File: config.mk
export PLATFORM = sky130hd
export DESIGN_NAME = ram_access_arbiter
export DESIGN_NICKNAME = d
export VERILOG_FILES = /design/src/rtl/ram_access_arbiter.sv
export SDC_FILE = /design/constraint.sdc
export NUM_CORES = 1
export LEC_CHECK = 0
export BUFFER_PORTS_ARGS = -buffer_cell sky130_fd_sc_hd__buf_2
export CORE_ASPECT_RATIO = 1.1
export CORE_MARGIN = 5
export CORE_UTILIZATION = 38
export DETAILED_ROUTE_END_ITERATION = 10
export PLACE_DENSITY = 0.76
export SLEW_MARGIN = 20
export SYNTH_ARGS = -nofsm -noshare
export SYNTH_HDL_FRONTEND = slang
export SYNTH_SLANG_ARGS = --single-unit
File: constraint.sdc
create_clock -name clock -period 1.3 [get_ports clock]
set_input_delay 0.26 -clock clock [delete_from_list [all_inputs] [get_ports clock]]
set_output_delay 0.26 -clock clock [all_outputs]
set_load 0.1 [all_outputs]
File: src/rtl/ram_access_arbiter.sv
// Round-robin arbiter sharing one single-port-pair RAM between requesters A and B.
// Commands are registered toward the RAM; read/error responses return two edges after accept.
module ram_access_arbiter #(
  parameter int MEM_SIZE = 6,
  parameter int DATA_W = 10,
  localparam int AW = $clog2(MEM_SIZE)
) (
  input  logic              clock,
  input  logic              reset_n,
  input  logic              hold,
  input  logic              a_valid,
  output logic              a_ready,
  input  logic              a_we,
  input  logic [AW-1:0]     a_addr,
  input  logic [DATA_W-1:0] a_wdata,
  output logic              a_rvalid,
  output logic [DATA_W-1:0] a_rdata,
  output logic              a_err,
  input  logic              b_valid,
  output logic              b_ready,
  input  logic              b_we,
  input  logic [AW-1:0]     b_addr,
  input  logic [DATA_W-1:0] b_wdata,
  output logic              b_rvalid,
  output logic [DATA_W-1:0] b_rdata,
  output logic              b_err,
  output logic              ram_write,
  output logic [DATA_W-1:0] ram_datain,
  output logic [AW-1:0]     ram_addr_w,
  output logic              ram_read,
  output logic [AW-1:0]     ram_addr_r,
  input  logic [DATA_W-1:0] ram_dataout
);

  // Handshake: a command transfers on the rising clock edge where x_valid & x_ready;
  // the requester keeps valid/we/addr/wdata stable until then. Responses have no backpressure.

  logic              last_grant;  // 0 = A was granted last, 1 = B
  logic              grant_a;
  logic              grant_b;
  logic              accept;
  logic              sel_we;
  logic [AW-1:0]     sel_addr;
  logic [DATA_W-1:0] sel_wdata;
  logic              sel_oor;

  logic              s1_rd_a;
  logic              s1_rd_b;
  logic              s1_err_a;
  logic              s1_err_b;

  always_comb begin
    grant_a   = reset_n & ~hold & a_valid & (~b_valid | last_grant);
    grant_b   = reset_n & ~hold & b_valid & (~a_valid | ~last_grant);
    accept    = grant_a | grant_b;
    sel_we    = grant_a ? a_we : b_we;
    sel_addr  = grant_a ? a_addr : b_addr;
    sel_wdata = grant_a ? a_wdata : b_wdata;
    sel_oor   = 32'(sel_addr) >= MEM_SIZE;
  end

  assign a_ready = grant_a;
  assign b_ready = grant_b;

  always_ff @(posedge clock or negedge reset_n) begin
    if (!reset_n) begin
      last_grant <= 1'b1;
      ram_write  <= 1'b0;
      ram_read   <= 1'b0;
      ram_addr_w <= '0;
      ram_addr_r <= '0;
      ram_datain <= '0;
    end else begin
      ram_write <= accept & sel_we & ~sel_oor;
      ram_read  <= accept & ~sel_we & ~sel_oor;
      if (accept) begin
        last_grant <= grant_b;
        ram_addr_w <= sel_addr;
        ram_addr_r <= sel_addr;
        ram_datain <= sel_wdata;
      end
    end
  end

  // Response tags travel alongside the RAM access so they line up with ram_dataout.
  always_ff @(posedge clock or negedge reset_n) begin
    if (!reset_n) begin
      s1_rd_a  <= 1'b0;
      s1_rd_b  <= 1'b0;
      s1_err_a <= 1'b0;
      s1_err_b <= 1'b0;
      a_rvalid <= 1'b0;
      b_rvalid <= 1'b0;
      a_err    <= 1'b0;
      b_err    <= 1'b0;
    end else begin
      s1_rd_a  <= grant_a & ~sel_we;
      s1_rd_b  <= grant_b & ~sel_we;
      s1_err_a <= grant_a & sel_oor;
      s1_err_b <= grant_b & sel_oor;
      a_rvalid <= s1_rd_a;
      b_rvalid <= s1_rd_b;
      a_err    <= s1_err_a;
      b_err    <= s1_err_b;
    end
  end

  // Out-of-range reads never touched the RAM, so their data is forced to zero.
  assign a_rdata = (a_rvalid & ~a_err) ? ram_dataout : '0;
  assign b_rdata = (b_rvalid & ~b_err) ? ram_dataout : '0;

endmodule

==> flow_metrics.py <==
metrics = {
    "finish": {
        "top_register": "ram_datain",
        "reg.largest.list": "ram_datain (10), ram_addr_r (3)",
        "stdcell_count": 289,
        "post_route_cells_drive_above_1_share": 0.710,
        "largest_reg_flops": 10,
        "filler_cell_count": 158,
        "insertedDiodeCount": 0,
        "area_growth_syn_to_layout_pct": 110,
        "design.final.nets": 285,
    },
    "synthesis": {
        "synth_area_per_cell_sq_um": 10.0,
        "synth.yosys.seq_area_share": 0.443,
        "main_combinational_cell_family_by_area_after_synthesis": "simple AND/OR/NAND/NOR gates",
        "synth_cell_type_count": 29,
        "synth_fp_nets": 179,
        "synth_adder_area_share": 0,
        "muxShareOfSynthArea": 0,
        "syn_area_sq_mm": 0.00136,
        "post_synth_and_or_nand_nor_area_fraction": 0.233,
        "synth.yosys.warnings": 0,
        "area_fraction_in_compound_gates_after_synthesis": 0.221,
        "syn-instance-count": 136,
        "synthXorXnorAreaFrac": 0,
        "synth.ff_latch_count": 24,
    },
    "critical_path": {
        "worstSetupEndpointType": "output port",
        "critical_path_data_arrival_time_ns": 1.45,
        "timing.critical_path.required_ns": 1.04,
        "crit_path_start_kind": "flop",
        "critical_path.cell_chain": "buf_4 -> nand2_1 -> nand3_2 -> clkinvlp_4 -> buf_12",
        "slowest_stage": "sky130_fd_sc_hd__dfstp_2",
        "critical_path_class": "flop to output port",
        "peak_per_stage_delay_on_the_critical_path_ns": 0.57,
        "critical_path.max_fanout": 4,
    },
    "clock_network": {
        "cts_buffers": 3,
        "clock_latency_ns": 0.32,
        "ctsLongestPathBuffers": 2,
        "cts_tree": "yes",
        "clk_pin_slew_worst_paths_ns": 0.14,
        "cts_max_level": 1,
        "cts-root-buf": "sky130_fd_sc_hd__clkbuf_4",
        "clock_net_sink_count": 24,
    },
    "routing": {
        "vias": 1574,
        "routed_via_density": 5.45,
        "drt_drc_violations_left": 0,
        "drt_pass1_iterations": 4,
        "drt_first_iter_violations": 52,
        "antenna_left": 0,
        "post_drt_wl_per_cell_um": 19.3,
        "finalWirelength_um": 5570,
    },
    "global_routing": {
        "grt_pass1_vias": 1629,
        "grt_first_pass_wirelength_um": 8370,
        "grt_remaining_overflow": 0,
        "pin_count_of_the_biggest_net_entering_global_routing": 16,
        "antenna_found_initial": 0,
        "total_routing_usage_reported_by_global_routing": 0.229,
    },
    "timing": {
        "max-slew-margin-rel": 0.396,
        "final-max-slew-violation-count": 0,
        "worst-slew-pin-transition_ns": 0.906,
        "finalCritPeriodShare": 1.31,
        "fin_setup_tns_ns": -8.82,
        "rsz0062_at_grt": "true",
        "max_frequency_mhz": 585,
        "layout_min_cycle_time_ns": 1.71,
        "final_critical_path_setup_slack_ns": -0.409,
        "setup_violations": 39,
        "fin_worst_skew_ns": 0.00569,
        "hold_violations": 0,
    },
    "place": {
        "place_hpwl_um": 4130,
        "numPlacedInstances": 277,
        "io_buffer_count": 86,
        "routabilityCongestion": 0.782,
    },
    "power": {
        "vdd_drop_max_uv": 1090,
        "post-layout-total-power_mw": 3.38,
        "power_density_mw_per_mm2": 1180,
        "leak_nw": 1.29,
    },
    "floorplan": {
        "die_w_um": 67.0,
        "initial_utilization": 0.402,
        "num_io_pins": 87,
        "row_count": 22,
        "core_region_area_sq_mm": 0.00339,
        "design.die.area_sq_mm": 0.00488,
        "chipHeight_um": 72.7,
    },
    "worst_hold_path": {
        "holdCritPathClass": "primary input to async pin",
    },
    "outcome": {
        "result_of_the_run": "finished, violations left",
        "violated_checks": "setup timing",
    },
    "job": {
        "max_cap_violations": 0,
    },
}
-- worst paths after layout --
kind / startpoint / endpoint / slack [ns] / depth (start not counted)
max in group asynchronous: reset_n / last_grant / 0.73 / 3
min in group clock: a_we / s1_rd_a / 0.12 / 2
hold reg to reg: s1_rd_b / b_rvalid / 0.37 / 0
hold / removal: reset_n / s1_err_b / 0.11 / 3
setup / recovery: last_grant / b_ready / -0.41 / 5
setup reg to reg: last_grant / ram_addr_r[2] / -0.20 / 5
-- power breakdown --
part           total [mW]  internal [mW]  switching [mW]
clock               0.541          0.312           0.230
combinational        1.85          0.679            1.17
sequential          0.988          0.867           0.120
-- synthesized netlist by cell type (all sizes together) --
| master | n | share of area |
|---|---|---|
| dfrtp | 23 | 0.42 |
| and2 | 20 | 0.092 |
| nand4 | 15 | 0.069 |
| o21ai | 15 | 0.058 |
| inv | 14 | 0.039 |
| o311ai | 13 | 0.13 |
| buf | 9 | 0.057 |
| a21oi | 5 | 0.018 |
| clkbuf | 3 | 0.0083 |
| nor2 | 3 | 0.014 |
| and2b | 2 | 0.013 |
| nand2b | 2 | 0.0092 |
| nor2b | 2 | 0.0092 |
| nor3 | 2 | 0.0074 |
| a21boi | 1 | 0.0055 |
| a31oi | 1 | 0.0046 |
| and3 | 1 | 0.0046 |
| dfstp | 1 | 0.019 |
| nand2 | 1 | 0.0028 |
| nand3 | 1 | 0.0037 |
| nand3b | 1 | 0.0083 |
| o221ai | 1 | 0.0064 |
-- metrics by stage --
step	cell area [sq um]	setup WS [ns]	hold WS (ns)	util
2_1_floorplan	1470	-0.207	-0.0356	-
3_3_place_gp	2670	-0.0693	0.214	0.789
3_5_place_dp	2670	-0.147	0.213	0.789
4_1_cts	2820	-0.399	0.111	0.834
5_1_grt	2860	-0.442	0.123	0.846
6_report	2860	-0.409	0.112	0.846
-- repair_timing --
item / CTS / global route
hold buffers: 3 / 0
buffers inserted: 3 / 1
resized for setup: 7 / 16
gates cloned: 2 / 0
hold endpoints to repair: 23 / 0
pin swaps: 10 / 11
endpoints found under the setup margin: 43 / 47
-- layout make-up --
cell class | count | area, sq um | area share
clock inverters | 1 | 30.0 | 0.0105
clock buffers | 3 | 22.5 | 0.00787
repair buffers | 111 | 1310 | 0.458
multi-input cells | 88 | 749 | 0.262
inverters | 14 | 56.3 | 0.0197
flip-flops and latches | 24 | 633 | 0.221
well taps | 48 | 60.1 | 0.0210
-- critical path, delay by kind of cell (launching register included) --
kind / cells / cell delay, ns
buf+inv: 3 / 0.40
flops: 1 / 0.57
simple gates: 2 / 0.16
-- layout by cell type, fill, tap and decap left out, types with 6 or more instances in the layout --
cell,instances
sky130_fd_sc_hd__o21ai_0,8
sky130_fd_sc_hd__buf_6,6
sky130_fd_sc_hd__and2_4,20
sky130_fd_sc_hd__buf_12,44
sky130_fd_sc_hd__dfrtp_1,8
sky130_fd_sc_hd__dfrtp_2,10
sky130_fd_sc_hd__nand4_1,15
sky130_fd_sc_hd__inv_1,13
sky130_fd_sc_hd__o311ai_2,8
sky130_fd_sc_hd__buf_2,42
sky130_fd_sc_hd__buf_4,16
-- cells by family (layout without fill, tap and decap cells) --
kind of cell	after synthesis	count (layout)
DFF	24	24
AOI/OAI and AO/OA	36	36
and+or+nand+nor	50	52
buffers and inverters	26	129
-- metal layers --
metal	part of all wire	vias up	track usage
li1	-	699	-
met1	0.34	760	0.222
met2	0.56	95	0.454
met3	0.074	20	0.0539
met4	0.027	0	0.0833
met5	0	-	0
(Power assumes the default switching activity.)
